`src/rtl/meteor_pkg.sv`:
```
// Shared types, screen geometry and small helpers for the meteorite pool.
package meteor_pkg;

    localparam int unsigned OBJ_SIZE_PX    = 30;
    localparam int unsigned SCREEN_Y_LIMIT = 480;
    localparam int unsigned SCREEN_X_MIN   = 0;
    localparam int unsigned SCREEN_X_MAX   = 610;

    localparam int unsigned COORD_W = 10;
    localparam int unsigned X_W     = 11;
    localparam int unsigned DX_W    = 4;
    localparam int unsigned DY_W    = 3;
    localparam int unsigned HP_W    = 2;
    localparam int unsigned CNT_W   = 6;

    typedef enum logic [1:0] {
        WAIT    = 2'd0,
        ACTIVE  = 2'd1,
        EXPLODE = 2'd2
    } obj_state_t;

    // dx carries one extra bit so that bouncing a -4 speed yields +4
    typedef struct packed {
        logic signed [X_W-1:0]   x;
        logic [COORD_W-1:0]      y;
        logic signed [DX_W-1:0]  dx;
        logic [DY_W-1:0]         dy;
        logic [HP_W-1:0]         hp;
        obj_state_t              state;
        logic [CNT_W-1:0]        counter;
    } obj_t;

    function automatic logic signed [X_W-1:0] clamp_x(
        input logic signed [X_W-1:0] v,
        input logic signed [X_W-1:0] lo,
        input logic signed [X_W-1:0] hi
    );
        if (v < lo) return lo;
        if (v > hi) return hi;
        return v;
    endfunction

    // Point-in-square test; half-open on the far edges
    function automatic logic in_box(
        input logic [COORD_W-1:0] px,
        input logic [COORD_W-1:0] py,
        input logic [COORD_W-1:0] ox,
        input logic [COORD_W-1:0] oy,
        input int unsigned        size
    );
        logic [X_W-1:0] px_e, py_e, ox_e, oy_e;
        px_e = {1'b0, px};
        py_e = {1'b0, py};
        ox_e = {1'b0, ox};
        oy_e = {1'b0, oy};
        return (px_e >= ox_e) && (px_e < ox_e + X_W'(size)) &&
               (py_e >= oy_e) && (py_e < oy_e + X_W'(size));
    endfunction

endpackage

```
`src/rtl/meteor_slot.sv`:
```
// One meteorite slot: lifecycle FSM, frame counter, motion with wall bounce.
module meteor_slot
    import meteor_pkg::*;
#(
    parameter int unsigned RST_CNT        = 0,
    parameter int unsigned HP_INIT        = 2,
    parameter int unsigned RESPAWN_FRAMES = 32,
    parameter int unsigned EXPLODE_FRAMES = 8,
    parameter int unsigned Y_LIMIT        = SCREEN_Y_LIMIT,
    parameter int unsigned X_MIN          = SCREEN_X_MIN,
    parameter int unsigned X_MAX          = SCREEN_X_MAX
) (
    input  logic               frame_clk,
    input  logic               Reset,
    input  logic               i_enable,
    input  logic               i_grant,
    input  logic               i_hit,
    input  logic [COORD_W-1:0] i_spawn_x,
    input  logic [2:0]         i_spawn_dx,
    input  logic [1:0]         i_spawn_dy,
    output logic [COORD_W-1:0] o_x,
    output logic [COORD_W-1:0] o_y,
    output logic [HP_W-1:0]    o_hp,
    output obj_state_t         o_state,
    output logic               o_eligible_c,
    output logic               o_kill_c,
    output logic               o_escape_c
);

    localparam logic signed [X_W-1:0] X_MIN_S = X_W'(X_MIN);
    localparam logic signed [X_W-1:0] X_MAX_S = X_W'(X_MAX);

    obj_t                   r_obj;
    obj_t                   w_next;
    logic signed [X_W-1:0]  w_x_sum;
    logic signed [X_W-1:0]  w_x_clamped;

    assign w_x_sum     = r_obj.x + X_W'(r_obj.dx);
    assign w_x_clamped = clamp_x(w_x_sum, X_MIN_S, X_MAX_S);

    // Next-state: a kill beats an escape; escaping skips motion for that frame
    always_comb begin
        w_next     = r_obj;
        o_kill_c   = 1'b0;
        o_escape_c = 1'b0;
        if (i_enable) begin
            case (r_obj.state)
                WAIT: begin
                    if (r_obj.counter != '0) begin
                        w_next.counter = r_obj.counter - CNT_W'(1);
                    end else if (i_grant) begin
                        w_next.state = ACTIVE;
                        w_next.x     = clamp_x($signed({1'b0, i_spawn_x}), X_MIN_S, X_MAX_S);
                        w_next.y     = '0;
                        w_next.hp    = HP_W'(HP_INIT);
                        w_next.dx    = DX_W'($signed(i_spawn_dx));
                        w_next.dy    = DY_W'(i_spawn_dy) + DY_W'(1);
                    end
                end
                ACTIVE: begin
                    if (i_hit && (r_obj.hp <= HP_W'(1))) begin
                        w_next.state   = EXPLODE;
                        w_next.hp      = '0;
                        w_next.counter = CNT_W'(EXPLODE_FRAMES - 1);
                        o_kill_c       = 1'b1;
                    end else if (r_obj.y > COORD_W'(Y_LIMIT)) begin
                        w_next.state   = WAIT;
                        w_next.counter = CNT_W'(RESPAWN_FRAMES);
                        o_escape_c     = 1'b1;
                    end else begin
                        if (i_hit) begin
                            w_next.hp = r_obj.hp - HP_W'(1);
                        end
                        w_next.y = r_obj.y + COORD_W'(r_obj.dy);
                        w_next.x = w_x_clamped;
                        if (w_x_clamped != w_x_sum) begin
                            w_next.dx = -r_obj.dx;
                        end
                    end
                end
                EXPLODE: begin
                    if (r_obj.counter == '0) begin
                        w_next.state   = WAIT;
                        w_next.counter = CNT_W'(RESPAWN_FRAMES);
                    end else begin
                        w_next.counter = r_obj.counter - CNT_W'(1);
                    end
                end
                default: begin
                    w_next.state   = WAIT;
                    w_next.counter = CNT_W'(RESPAWN_FRAMES);
                end
            endcase
        end
    end

    always_ff @(posedge frame_clk or posedge Reset) begin
        if (Reset) begin
            r_obj <= '{x: '0, y: '0, dx: '0, dy: '0, hp: '0,
                       state: WAIT, counter: CNT_W'(RST_CNT)};
        end else begin
            r_obj <= w_next;
        end
    end

    assign o_x          = r_obj.x[COORD_W-1:0];
    assign o_y          = r_obj.y;
    assign o_hp         = r_obj.hp;
    assign o_state      = r_obj.state;
    assign o_eligible_c = (r_obj.state == WAIT) && (r_obj.counter == '0);

endmodule

```
`src/rtl/meteor_pool.sv`:
```
// Pool of meteorite slots with spawn arbitration, bullet collision and game pulses.
module meteor_pool
    import meteor_pkg::*;
#(
    parameter int unsigned OBJ_NUM        = 4,
    parameter int unsigned BULLET_NUM     = 2,
    parameter int unsigned OBJ_SIZE       = OBJ_SIZE_PX,
    parameter int unsigned HP_INIT        = 2,
    parameter int unsigned RESPAWN_FRAMES = 32,
    parameter int unsigned EXPLODE_FRAMES = 8,
    parameter int unsigned Y_LIMIT        = SCREEN_Y_LIMIT,
    parameter int unsigned X_MIN          = SCREEN_X_MIN,
    parameter int unsigned X_MAX          = SCREEN_X_MAX
) (
    input  logic                  frame_clk,
    input  logic                  Reset,
    input  logic                  i_enable,
    input  logic [COORD_W-1:0]    i_bullet_x [BULLET_NUM],
    input  logic [COORD_W-1:0]    i_bullet_y [BULLET_NUM],
    input  logic [BULLET_NUM-1:0] i_bullet_valid,
    input  logic [COORD_W-1:0]    i_spawn_x,
    input  logic [2:0]            i_spawn_dx,
    input  logic [1:0]            i_spawn_dy,
    output logic [COORD_W-1:0]    o_obj_x [OBJ_NUM],
    output logic [COORD_W-1:0]    o_obj_y [OBJ_NUM],
    output logic [1:0]            o_obj_state [OBJ_NUM],
    output logic [HP_W-1:0]       o_obj_hp [OBJ_NUM],
    output logic [BULLET_NUM-1:0] o_bullet_hit,
    output logic                  o_escaped,
    output logic [15:0]           o_destroyed_count
);

    logic [COORD_W-1:0]    w_x [OBJ_NUM];
    logic [COORD_W-1:0]    w_y [OBJ_NUM];
    obj_state_t            w_state [OBJ_NUM];
    logic [OBJ_NUM-1:0]    w_eligible;
    logic [OBJ_NUM-1:0]    w_grant;
    logic [OBJ_NUM-1:0]    w_kill;
    logic [OBJ_NUM-1:0]    w_escape;
    logic [OBJ_NUM-1:0]    w_slot_hit;
    logic [BULLET_NUM-1:0] w_bullet_hit_c;
    logic [16:0]           w_count_sum;
    logic [15:0]           w_count_next;

    logic [BULLET_NUM-1:0] r_bullet_hit;
    logic                  r_escaped;
    logic [15:0]           r_destroyed_count;

    for (genvar g = 0; g < OBJ_NUM; g++) begin : g_slot
        meteor_slot #(
            .RST_CNT        (g),
            .HP_INIT        (HP_INIT),
            .RESPAWN_FRAMES (RESPAWN_FRAMES),
            .EXPLODE_FRAMES (EXPLODE_FRAMES),
            .Y_LIMIT        (Y_LIMIT),
            .X_MIN          (X_MIN),
            .X_MAX          (X_MAX)
        ) u_slot (
            .frame_clk    (frame_clk),
            .Reset        (Reset),
            .i_enable     (i_enable),
            .i_grant      (w_grant[g]),
            .i_hit        (w_slot_hit[g]),
            .i_spawn_x    (i_spawn_x),
            .i_spawn_dx   (i_spawn_dx),
            .i_spawn_dy   (i_spawn_dy),
            .o_x          (w_x[g]),
            .o_y          (w_y[g]),
            .o_hp         (o_obj_hp[g]),
            .o_state      (w_state[g]),
            .o_eligible_c (w_eligible[g]),
            .o_kill_c     (w_kill[g]),
            .o_escape_c   (w_escape[g])
        );

        assign o_obj_x[g]     = w_x[g];
        assign o_obj_y[g]     = w_y[g];
        assign o_obj_state[g] = 2'(w_state[g]);
    end

    // Lowest-index waiting slot with an expired counter gets the spawn
    always_comb begin
        w_grant = '0;
        for (int o = 0; o < OBJ_NUM; o++) begin
            if (w_eligible[o] && (w_grant == '0)) begin
                w_grant[o] = 1'b1;
            end
        end
    end

    // Each bullet damages only the first active slot it lands in
    always_comb begin
        w_slot_hit     = '0;
        w_bullet_hit_c = '0;
        for (int b = 0; b < BULLET_NUM; b++) begin
            for (int o = 0; o < OBJ_NUM; o++) begin
                if (i_bullet_valid[b] && !w_bullet_hit_c[b] && (w_state[o] == ACTIVE) &&
                    in_box(i_bullet_x[b], i_bullet_y[b], w_x[o], w_y[o], OBJ_SIZE)) begin
                    w_slot_hit[o]     = 1'b1;
                    w_bullet_hit_c[b] = 1'b1;
                end
            end
        end
    end

    always_comb begin
        w_count_sum = {1'b0, r_destroyed_count};
        for (int o = 0; o < OBJ_NUM; o++) begin
            w_count_sum = w_count_sum + 17'(w_kill[o]);
        end
        w_count_next = (w_count_sum > 17'h0FFFF) ? 16'hFFFF : w_count_sum[15:0];
    end

    always_ff @(posedge frame_clk or posedge Reset) begin
        if (Reset) begin
            r_bullet_hit      <= '0;
            r_escaped         <= 1'b0;
            r_destroyed_count <= '0;
        end else if (i_enable) begin
            r_bullet_hit      <= w_bullet_hit_c;
            r_escaped         <= |w_escape;
            r_destroyed_count <= w_count_next;
        end else begin
            r_bullet_hit <= '0;
            r_escaped    <= 1'b0;
        end
    end

    assign o_bullet_hit      = r_bullet_hit;
    assign o_escaped         = r_escaped;
    assign o_destroyed_count = r_destroyed_count;

endmodule
```
`config.mk`:
```
export PLATFORM = sky130hd
export DESIGN_NAME = meteor_pool
export DESIGN_NICKNAME = d
export VERILOG_FILES = /design/src/rtl/meteor_pkg.sv /design/src/rtl/meteor_slot.sv /design/src/rtl/meteor_pool.sv
export SDC_FILE = /design/constraint.sdc
export NUM_CORES = 1
export LEC_CHECK = 0
export BUFFER_PORTS_ARGS = -buffer_cell sky130_fd_sc_hd__clkbuf_2
export CAP_MARGIN = 20
export CORE_MARGIN = 2
export CORE_UTILIZATION = 37
export CTS_CLUSTER_SIZE = 20
export DETAILED_ROUTE_END_ITERATION = 10
export GPL_TIMING_DRIVEN = 0
export PLACE_DENSITY = 0.55
export SYNTH_ARGS = -nofsm -noshare
export SYNTH_HDL_FRONTEND = slang
export SYNTH_HIERARCHICAL = 1
export SYNTH_SLANG_ARGS = --single-unit
```
`constraint.sdc`:
```
create_clock -name frame_clk -period 7.1 [get_ports frame_clk]
set_input_delay 1.42 -clock frame_clk [delete_from_list [all_inputs] [get_ports frame_clk]]
set_output_delay 1.42 -clock frame_clk [all_outputs]
set_load 0.005 [all_outputs]
```
# [Word-level counts from Yosys, hierarchy flattened]
# Index checks and enable logic that the tools add are counted.
[totals] n_memories=0 register_bits=171 romBits=0 latch_bits=0 ram_bits=0 elab_cells=437 inputBits=60
[classes] n_eq_ne=52 order_cmp=50 multipliers=0 n_reduce_logical=106 div_mod_pow=0 n_mux=160 n_shift=0 add_sub_neg=33 bitwise_logic=5
[op_table] operator="32-bit 2-to-1 mux" n=8
[op_table] operator="11-bit 2-to-1 mux" n=21
[op_table] operator="25-bit 2-to-1 mux" n=8
[op_table] operator="25-bit case mux with 2 select lines" n=4
[op_table] operator="10-bit by 11-bit less-than comparator with 1-bit output" n=16
[op_table] operator="10-bit greater-or-equal comparator" n=16
[op_table] operator="8-bit case mux with 3 select lines" n=4
[op_table] operator="10-bit by 5-bit adder with 11-bit output, second input constant" n=8
[op_table] operator="1-bit 2-to-1 mux" n=77
[op_table] operator="1-bit logical AND" n=57
[op_table] operator="17-bit by 1-bit adder with 17-bit output" n=3
[op_table] operator="6-bit 2-to-1 mux" n=8
[op_table] operator="6-bit AND reduction" n=8
[op_table] operator="11-bit by 4-bit adder with 11-bit output" n=4
[op_table] operator="11-bit greater-than comparator, second input constant" n=4
[op_table] operator="11-bit by 1-bit less-than comparator with 1-bit output, second input constant" n=4
[op_table] operator="11-bit != test" n=4
[op_table] operator="10-bit by 3-bit adder with 10-bit output" n=4
[op_table] operator="10-bit by 9-bit greater-than comparator with 1-bit output, second input constant" n=4
[op_table] operator="10-bit 2-to-1 mux" n=4
[op_table] operator="8-bit 2-to-1 mux" n=4
[op_table] operator="2-bit by 1-bit != test with 1-bit output, second input constant" n=16
[op_table] operator="7-bit AND reduction" n=4
[op_table] operator="2-bit 2-to-1 mux" n=13
[op_table] operator="other kinds (27)" n=103

# [Depth between registers and ports, before layout]
# Gate-level depths: netlist of the first run.
[logic_depth] word_depth=30 depth_mapped=31 ltp_nobuf=29

# [By module]
# The synthesis of the first run kept the hierarchy.
[modules_own_cells] module="meteor_pool" seq_area_each_um2=475.5 area_per_inst_um2=8607.0 n_inst=1 cells_per_inst=1049
[modules_own_cells] module="meteor_slot at g_slot[1].u_slot ..." seq_area_each_um2=927.1 area_per_inst_um2=2847.7 n_inst=2 cells_per_inst=329
[modules_own_cells] module="meteor_slot at g_slot[3].u_slot" seq_area_each_um2=928.4 area_per_inst_um2=2861.5 n_inst=1 cells_per_inst=313
[modules_own_cells] module="meteor_slot at g_slot[0].u_slot" seq_area_each_um2=925.9 area_per_inst_um2=2846.5 n_inst=1 cells_per_inst=329

# [Least setup slack after synthesis of the first run]
# OpenSTA, ideal clock, no wires.
[synth_timing] kind="input to register" from="input i_bullet_x[16] in the netlist's numbering" to="register r_destroyed_count[12] (netlist: o_destroyed_count[12])" path_stages=22 setup_time_ps=125 slack_ps=911 arrival_ps=6064 path_cell_list="ha_1 -> a211o_1 -> a211oi_2 -> o31ai_1 -> nor2b_1 -> or4_4 -> nand2_1 -> o21ai_1 -> a21oi_1 -> nand2_1 -> nand2_1 -> buf_2 -> nor2_1 -> fa_1 -> inv_1 -> fa_1 -> inv_1 -> fa_1 -> nand3_1 -> nor3_1 -> nand4_1 -> mux2_2"
[synth_via] word_cells_on_any_way=65
[synth_lines] item="start, declared" line_no="meteor_pool.sv:18" text="input logic [COORD_W-1:0] i_bullet_x [BULLET_NUM],"
[synth_lines] item="10-bit by 11-bit less-than comparator with 1-bit output / 10-bit greater-or-equal comparator (equally long branches)" line_no="meteor_pkg.sv:56" text="return (px_e >= ox_e) && (px_e < ox_e + X_W'(size)) &&"
[synth_lines] item="1-bit logical AND (2 in series)" line_no="meteor_pkg.sv:56"
[synth_lines] item="1-bit logical AND" line_no="meteor_pkg.sv:57" text="(py_e >= oy_e) && (py_e < oy_e + X_W'(size));"
[synth_lines] item="1-bit logical AND" line_no="meteor_pool.sv:97" text="if (i_bullet_valid[b] && !w_bullet_hit_c[b] && (w_state[o] == ACTIVE) &&"
[synth_lines] item="1-bit 2-to-1 mux" line_no="meteor_pool.sv:97"
[synth_lines] item="1-bit logical NOT" line_no="meteor_pool.sv:97"
[synth_lines] item="1-bit logical AND (3 in series)" line_no="meteor_pool.sv:97"
[synth_lines] item="1-bit 2-to-1 mux" line_no="meteor_pool.sv:97"
[synth_lines] item="[6 not listed]"
[synth_lines] item="net w_slot_hit[2]" line_no="meteor_pool.sv:40" text="logic [OBJ_NUM-1:0] w_slot_hit;"
[synth_lines] item="1-bit logical AND *" line_no="meteor_slot.sv:61" text="if (i_hit && (r_obj.hp <= HP_W'(1))) begin"
[synth_lines] item="1-bit 2-to-1 mux *" line_no="meteor_slot.sv:61"
[synth_lines] item="1-bit 2-to-1 mux *" line_no="meteor_slot.sv:47" text="case (r_obj.state)"
[synth_lines] item="1-bit 2-to-1 mux *" line_no="meteor_slot.sv:46" text="if (i_enable) begin"
[synth_lines] item="net w_kill[2]" line_no="meteor_pool.sv:38" text="logic [OBJ_NUM-1:0] w_kill;"
[synth_lines] item="17-bit by 1-bit adder with 17-bit output * (2 in series)" line_no="meteor_pool.sv:109" text="w_count_sum = w_count_sum + 17'(w_kill[o]);"
[synth_lines] item="17-bit by 16-bit greater-than comparator with 1-bit output" line_no="meteor_pool.sv:111" text="w_count_next = (w_count_sum > 17'h0FFFF) ? 16'hFFFF : w_count_sum[15:0];"
[synth_lines] item="16-bit 2-to-1 mux *" line_no="meteor_pool.sv:111"
[synth_lines] item="end signal, assigned" line_no="meteor_pool.sv:122" text="r_destroyed_count <= w_count_next;"
[synth_lines] item="end, declared" line_no="meteor_pool.sv:47" text="logic [15:0] r_destroyed_count;"
# The timed path passes the listed nets; every way through them passes the cells marked *.
# A chain may end at the register's enable or synchronous reset.

# [Worst setup path in the final report of the first run]
[layout_timing] from="register g_slot[1].u_slot.r_obj (netlist bit g_slot[1].u_slot/o_x[1])" to="register r_destroyed_count[12] (netlist: o_destroyed_count[12])"
[layout_via] word_cells_on_any_way=56
[layout_lines] item="start, declared" line_no="meteor_slot.sv:33" text="obj_t r_obj;"
[layout_lines] item="start signal, assigned" line_no="meteor_slot.sv:99" text="r_obj <= '{x: '0, y: '0, dx: '0, dy: '0, hp: '0,"
[layout_lines] item="start signal, assigned" line_no="meteor_slot.sv:102" text="r_obj <= w_next;"
[layout_lines] item="10-bit by 5-bit adder with 11-bit output" line_no="meteor_pkg.sv:56"
[layout_lines] item="10-bit by 11-bit less-than comparator with 1-bit output" line_no="meteor_pkg.sv:56"
[layout_lines] item="1-bit logical AND (2 in series)" line_no="meteor_pkg.sv:56"
[layout_lines] item="1-bit logical AND" line_no="meteor_pkg.sv:57"
[layout_lines] item="1-bit logical AND" line_no="meteor_pool.sv:97"
[layout_lines] item="1-bit 2-to-1 mux" line_no="meteor_pool.sv:97"
[layout_lines] item="1-bit logical NOT" line_no="meteor_pool.sv:97"
[layout_lines] item="1-bit logical AND (3 in series)" line_no="meteor_pool.sv:97"
[layout_lines] item="[2 not listed]"
[layout_lines] item="net w_slot_hit[2]" line_no="meteor_pool.sv:40"
[layout_lines] item="1-bit logical AND *" line_no="meteor_slot.sv:61"
[layout_lines] item="1-bit 2-to-1 mux *" line_no="meteor_slot.sv:61"
[layout_lines] item="1-bit 2-to-1 mux *" line_no="meteor_slot.sv:47"
[layout_lines] item="1-bit 2-to-1 mux *" line_no="meteor_slot.sv:46"
[layout_lines] item="net w_kill[2]" line_no="meteor_pool.sv:38"
[layout_lines] item="17-bit by 1-bit adder with 17-bit output * (2 in series)" line_no="meteor_pool.sv:109"
[layout_lines] item="17-bit by 16-bit greater-than comparator with 1-bit output" line_no="meteor_pool.sv:111"
[layout_lines] item="16-bit 2-to-1 mux *" line_no="meteor_pool.sv:111"
# Marks and branches as above.

==> results.yml, run 1 <==
timing:
  report.final.slew_viol_count: 0
  period_share_pct: 93.1
  fin_ws_ns: 0.489
  slew_headroom_pct: 24.6
  finClkSkew_ns: 0.0158
  tightest_slew_ns: 1.12
  hold_viol_final: 0
  rsz0062_at_grt: "false"
  min_period_ns: 6.61
  timing.fmax_ghz: 0.151
  final.setup.tns_ns: 0
  setup_viol: 0
routing:
  vias: 18949
  initialDrtViolationCount: 1498
  via_per_inst: 5.82
  wl_per_cell_um: 21.6
  wl_um: 70400
  dr.pass1.iters: 5
  ant_nets: 0
  drcViolationCount: 0
place:
  io_buffer_count: 174
  dp_hpwl_um: 55500
  place.gp.congestion: 0.921
  placed_area_um2: 21800
  dp_slack_ns: -0.450
power_and_ir_drop:
  ir_drop_v: 0.000134
  p_leak_nw: 10.5
  power_density_nw_per_um2: 144
clock_tree:
  cts_tree: "yes"
  clock_path_buffers: 2
  clock_latency_ns: 0.48
  cts_max_level: 4
  clock-root-buffer: "clkbuf_16"
  numCtsBuffers: 17
  clkTransAtPathRegs_ns: 0.07
  clock-sinks: 167
synthesis:
  synth_edf_count: 0
  avgSynthCellArea_um2: 8.52
  ys_seq_elements: 167
  yosysWarnings: 6
  async_flop_share_pct: 100
  syn_inst: 2349
  synth.distinct_cells: 102
  synthFlopType: "dfrtp_1"
  synth_top_area_cell: "ha_1"
  synth_area_um2: 20000
  synthTopCellsByArea: "ha_1 24%, dfrtp_1 20%, o21ai_0 4.1%"
  seq_area_frac_synth_pct: 20.9
  syn_nets: 2799
  netlist.area_leader.share_pct: 23.7
critical_path:
  slowest_delay_ns: 0.58
  cp_slowest_cell: "or4_4"
  worstPathMaxFanout: 10
  required_ns: 7.47
  critPathCaptureType: "flip-flop"
  r2r_start: "g_slot[1].u_slot/o_x[1]$_DFFE_PP0P_"
  criticalPathCategory: "flip-flop to flip-flop"
  path_buf_inv: 4
  crit_family: "simple AND/OR/NAND/NOR gates"
  crit_start: "g_slot[1].u_slot/o_x[1]$_DFFE_PP0P_"
  arrival_ns: 6.98
  start_kind: "flip-flop"
floorplanning:
  fp.dieH_um: 237
  dieArea_um2: 56000
  core_um2: 53600
  rows: 85
  initial_core_util_pct: 37.3
  die_x_um: 237
  num_io_pins: 175
hold_path:
  hp-start: "g_slot[1].u_slot/r_obj[10]$_DFFE_PP0P_"
  hold_path.class: "flip-flop to flip-flop"
global_route:
  grt_use_total_pct: 25.1
  first_global_vias: 18365
  grt_max_degree: 38
  overflow: 0
  grt_pass1_wl_um: 108000
  antenna_found_initial: 2
flow_run:
  maxCapViolCount: 0
cells_and_area:
  fin_nets: 2994
  drive_gt1_share_pct: 16.4
  design_area_um2: 22400
  syn_to_final_growth_pct: 12.0
run_status:
  outcome: "finished, final reports clean"
==> flip-flops by register name (all words and copies together), names as in the netlist <==
name	count
g_slot.u_slot/o_hp	8
g_slot.u_slot/o_state	8
g_slot.u_slot/o_x	40
g_slot.u_slot/o_y	40
g_slot.u_slot/r_obj	52
o_bullet_hit	2
o_destroyed_count	16
o_escaped	1
==> synthesized netlist by cell type (all sizes together) (15+ instances only) <==
cell / count
a2111oi: 23
a211oi: 30
a21o: 42
a21oi: 145
a221oi: 15
a31oi: 36
and3: 35
buf: 117
clkbuf: 15
dfrtp: 163
ha: 379
inv: 137
mux2: 18
nand2: 183
nand2b: 30
nand3: 75
nand4: 31
nor2: 172
nor2b: 23
nor3: 50
nor4: 16
o211ai: 33
o21a: 35
o21ai: 173
o22ai: 22
o31ai: 21
or2: 16
or3: 20
xnor2: 89
==> logic make-up (layout without fill, tap and decap cells) <==
logic type                 Yosys count  in the layout  synth area share, %
xor gates and xnor gates            97             97                 4.25
adders and majority gates          391            391                 24.9
and+or+nand+nor                    705            705                 18.3
AOI/OAI and AO/OA                  696            696                 23.3
buffers and inverters              270            478                 7.17
other                                0              2                    0
muxes                               23             23                 1.26
DFF                                167            167                 20.9
==> area by class of cell <==
class,instances,area [µm²]
diodes,2,5.00
flip-flops and latches,167,4180
clock inverters,12,148
well taps,696,871
plain buffers,132,916
inverters,138,518
fillers,5490,31200
clock buffers,20,457
repair buffers,176,886
multi-input cells,1912,14400
==> worst reg2reg max path, stage by stage, from the launching register on <==
cell and delay [ns]:
dfrtp_1 0.43, buf_4 0.19, nor3_1 0.30, a21o_1 0.30
xnor2_1 0.18, ha_1 0.29, a211o_1 0.29, a211oi_2 0.22
o31ai_1 0.12, nor2b_1 0.15, or4_4 0.58, nand2_1 0.13
o21ai_1 0.22, a21oi_4 0.30, nand2_1 0.12, nand2_1 0.14
buf_2 0.25, nor2_1 0.11, fa_1 0.50, inv_1 0.06
fa_1 0.37, inv_1 0.10, fa_1 0.23, nand3_1 0.17
nor3_4 0.37, nand4_1 0.14, mux2_2 0.28
==> layout by cell type, fill, tap and decap left out, drive strengths merged, types with 15 or more instances in the layout <==
cell / instances
nand2b: 30
xnor2: 89
a31oi: 36
or3: 20
nor2b: 23
nor4: 16
buf: 119
clkbuf: 209
a21o: 42
a211oi: 30
o31ai: 21
o22ai: 22
nor3: 50
a21oi: 145
inv: 139
nand4: 31
nor2: 172
and3: 35
dfrtp: 163
nand2: 183
a2111oi: 23
o211ai: 33
or2: 16
mux2: 18
nand3: 75
ha: 379
o21a: 35
a221oi: 15
o21ai: 173
==> path summary, 6_finish.rpt <==
path	endpoint	slack, ns	depth (start not counted)
setup / recovery	o_destroyed_count[12]$_DFFE_PP0P_	0.49	26
hold / removal	g_slot[1].u_slot/r_obj[10]$_DFFE_PP0P_	0.49	2
setup reg to reg	o_destroyed_count[12]$_DFFE_PP0P_	0.49	26
hold reg to reg	g_slot[1].u_slot/r_obj[10]$_DFFE_PP0P_	0.49	2
max in group asynchronous	g_slot[3].u_slot/o_x[3]$_DFFE_PP0P_	5.24	2
min in group asynchronous	o_destroyed_count[8]$_DFFE_PP0P_	1.27	2
==> power by group <==
part | internal (W) | switching [W]
logic | 0.000450 | 0.000614
registers | 0.00105 | 0.000104
clock network | 0.000570 | 0.000431
==> metrics by stage <==
step	util, %	total power [W]	std cells	hold WS, ns
2_1_floorplan	-	0.00187	2349	0.454
3_5_place_dp	40.6	0.00222	3220	0.481
6_report	41.8	0.00322	3255	0.485
4_1_cts	41.7	0.00323	3252	0.496
3_3_place_gp	40.6	0.00218	3219	0.475
5_1_grt	41.8	0.00343	3253	0.539
==> routing by layer <==
metal,vias to the layer above,GRT usage (%),wire [µm]
met4,2,9.63,2510
met3,124,3.75,3900
met5,-,0,17
met2,611,39.6,31300
li1,9084,-,-
met1,9128,34.4,32700
==> timing repair <==
item / 4_1_cts / 5_1_grt
cloned: 0 / 0
hold endpoints to repair: 0 / 0
setup buffers: 0 / 1
hold buffers: 0 / 0
pin swaps: 0 / 1
gates resized for setup: 2 / 6
setup endpoints to repair: 10 / 14
Power figures use the tool's default switching activity.
==> run 2: changes to the inputs <==
--- a/config.mk
+++ b/config.mk
@@ -6,9 +6,10 @@
 export NUM_CORES = 1
 export LEC_CHECK = 0
 export BUFFER_PORTS_ARGS = -buffer_cell sky130_fd_sc_hd__clkbuf_2
-export CAP_MARGIN = 20
+export CAP_MARGIN = 30
 export CORE_MARGIN = 2
 export CORE_UTILIZATION = 37
+export CTS_BUF_LIST = sky130_fd_sc_hd__clkbuf_4 sky130_fd_sc_hd__clkbuf_8 sky130_fd_sc_hd__clkbuf_16
 export CTS_CLUSTER_SIZE = 20
 export DETAILED_ROUTE_END_ITERATION = 10
 export GPL_TIMING_DRIVEN = 0
==> run 2 against run 1 <==
Register-to-register slack got worse by 0.07 ns. Critical path depth increased by 3. Die area unchanged. Sequential cell count unchanged. Worst setup slack got worse by 0.068 ns. Design area increased by 0.16%. Highest routed layer unchanged. Combinational power about the same. Non-clock buffer count increased by 3. Clock-buffer cell count decreased by 1.
==> results.yml, run 2 (synthesized netlist as in run 1, its figures left out) <==
routing:
  wl_per_cell_um: 21.6
  initialDrtViolationCount: 1353
  via_per_inst: 5.79
  vias: 18854
  ant_nets: 0
  wl_um: 70300
  drcViolationCount: 0
  dr.pass1.iters: 5
critical_path:
  arrival_ns: 7.05
  cp_slowest_cell: "dfrtp_1"
  required_ns: 7.47
  critPathCaptureType: "flip-flop"
  criticalPathCategory: "flip-flop to flip-flop"
  start_kind: "flip-flop"
  slowest_delay_ns: 0.45
  worstPathMaxFanout: 10
power_and_ir_drop:
  pwr-share-seq_pct: 35.7
  p_leak_nw: 10.5
  clkPwrFrac_pct: 31.3
  power_density_nw_per_um2: 144
  p_comb_share_pct: 32.9
  p_sw_share_pct: 35.8
  internal_power_w: 0.00208
  ir_drop_v: 0.000147
  p_switching_w: 0.00116
timing:
  report.final.slew_viol_count: 0
  min_period_ns: 6.68
  hold_viol_final: 0
  hold_ws_ns: 0.487
  period_share_pct: 94.1
  setup_viol: 0
  rsz0062_at_grt: "false"
  tightest_slew_ns: 1.01
  fin_ws_ns: 0.422
  timing.fmax_ghz: 0.150
  finClkSkew_ns: 0.0136
  slew_headroom_pct: 32.4
floorplanning:
  dieArea_um2: 56000
  fp.dieH_um: 237
  initial_core_util_pct: 37.3
  rows: 85
  die_x_um: 237
  core_um2: 53600
  num_io_pins: 175
clock_tree:
  clock-sinks: 167
  numCtsBuffers: 17
  cts_hold_buf: 0
  clock-root-buffer: "clkbuf_16"
  clkTransAtPathRegs_ns: 0.07
  cts_tree: "yes"
  cts_max_level: 4
  clock_path_buffers: 2
  clock_latency_ns: 0.49
cells_and_area:
  top_register: "g_slot.u_slot/r_obj"
  largest_register_ffs: 52
  fin_nets: 2997
  syn_to_final_growth_pct: 12.2
  drive_gt1_share_pct: 16.5
  final_common_cell: "ha_1"
  layout.cells.most_common_list: "379 x ha_1, 182 x nand2_1, 174 x clkbuf_2"
  stdcell_count: 3257
place:
  numPlacedInstances: 3222
  place.gp.congestion: 0.921
  dp_slack_ns: -0.371
  dp_hpwl_um: 55600
  io_buffer_count: 174
global_route:
  grt_pass1_wl_um: 107000
  grt_max_degree: 38
  first_global_vias: 18266
  antenna_found_initial: 2
  overflow: 0
  grt_use_total_pct: 24.9
flow_run:
  maxCapViolCount: 0
hold_path:
  hold_path.class: "flip-flop to flip-flop"
run_status:
  outcome: "finished, final reports clean"
[run 2: through the flow]
stage | utilization [%] | power [W] | area (µm²) | TNS (ns)
after global placement | 40.6 | 0.00218 | 21800 | -3.44
after floorplan | - | 0.00187 | 20000 | 0
after global routing | 41.9 | 0.00344 | 22500 | 0
after CTS | 41.8 | 0.00325 | 22400 | 0
final | 41.9 | 0.00323 | 22500 | 0
after detailed placement | 40.6 | 0.00222 | 21800 | -3.81
[run 2: layout make-up]
cell class | instances | area, µm²
multi-input combinational | 1912 | 14400
fill | 5447 | 31100
buffer | 132 | 916
tap | 696 | 871
timing repair buffer | 179 | 903
clock inverter | 13 | 171
sequential | 167 | 4180
inverter | 138 | 518
clock buffer | 19 | 453
antenna | 1 | 2.50
[run 2: timing repair]
item / CTS / global route
endpoints found under the setup margin: 10 / 14
pin swaps: 0 / 1
gates resized for setup: 2 / 6
setup buffers: 0 / 2
[run 2: worst max-delay path: cells and delay by family, from the launching register on]
| family | cells | cell delay (ns) |
|---|---|---|
| xor+xnor | 1 | 0.19 |
| simple gates | 9 | 1.90 |
| flops | 1 | 0.45 |
| mux | 1 | 0.28 |
| buf+inv | 7 | 1.11 |
| fa+ha+maj | 4 | 1.17 |
| compound gates | 7 | 1.43 |
[run 2: power by group through the flow]
stage          logic (W)  clock network [W]  registers, W
6_report         0.00106            0.00101       0.00116
5_1_grt          0.00120            0.00107       0.00117
4_1_cts          0.00106            0.00104       0.00115
3_5_place_dp     0.00105                  0       0.00117
3_3_place_gp     0.00102                  0       0.00117
2_1_floorplan   0.000732                  0       0.00114
[run 2: layer usage]
| layer | vias up | routed length, µm | GRT usage (%) |
|---|---|---|---|
| met1 | 9047 | 32500 | 34.1 |
| met2 | 592 | 31300 | 39.6 |
| li1 | 9100 | - | - |
| met3 | 113 | 4150 | 3.63 |
| met5 | - | 12 | 0 |
| met4 | 2 | 2330 | 9.44 |
[run 2: path summary, 6_finish.rpt]
kind                                                             start                                     end  slack (ns)  depth (start not counted)
max in group asynchronous                                        Reset     g_slot[3].u_slot/o_x[4]$_DFFE_PP0P_        5.25                          2
min in group asynchronous                                        Reset               o_bullet_hit[0]$_DFF_PP0_        1.24                          2
worst min-delay path            g_slot[1].u_slot/r_obj[10]$_DFFE_PP0P_  g_slot[1].u_slot/r_obj[10]$_DFFE_PP0P_        0.49                          2
worst min register to register  g_slot[1].u_slot/r_obj[10]$_DFFE_PP0P_  g_slot[1].u_slot/r_obj[10]$_DFFE_PP0P_        0.49                          2
worst max-delay path               g_slot[1].u_slot/o_y[1]$_DFFE_PP0P_       o_destroyed_count[12]$_DFFE_PP0P_        0.42                         29
worst max register to register     g_slot[1].u_slot/o_y[1]$_DFFE_PP0P_       o_destroyed_count[12]$_DFFE_PP0P_        0.42                         29
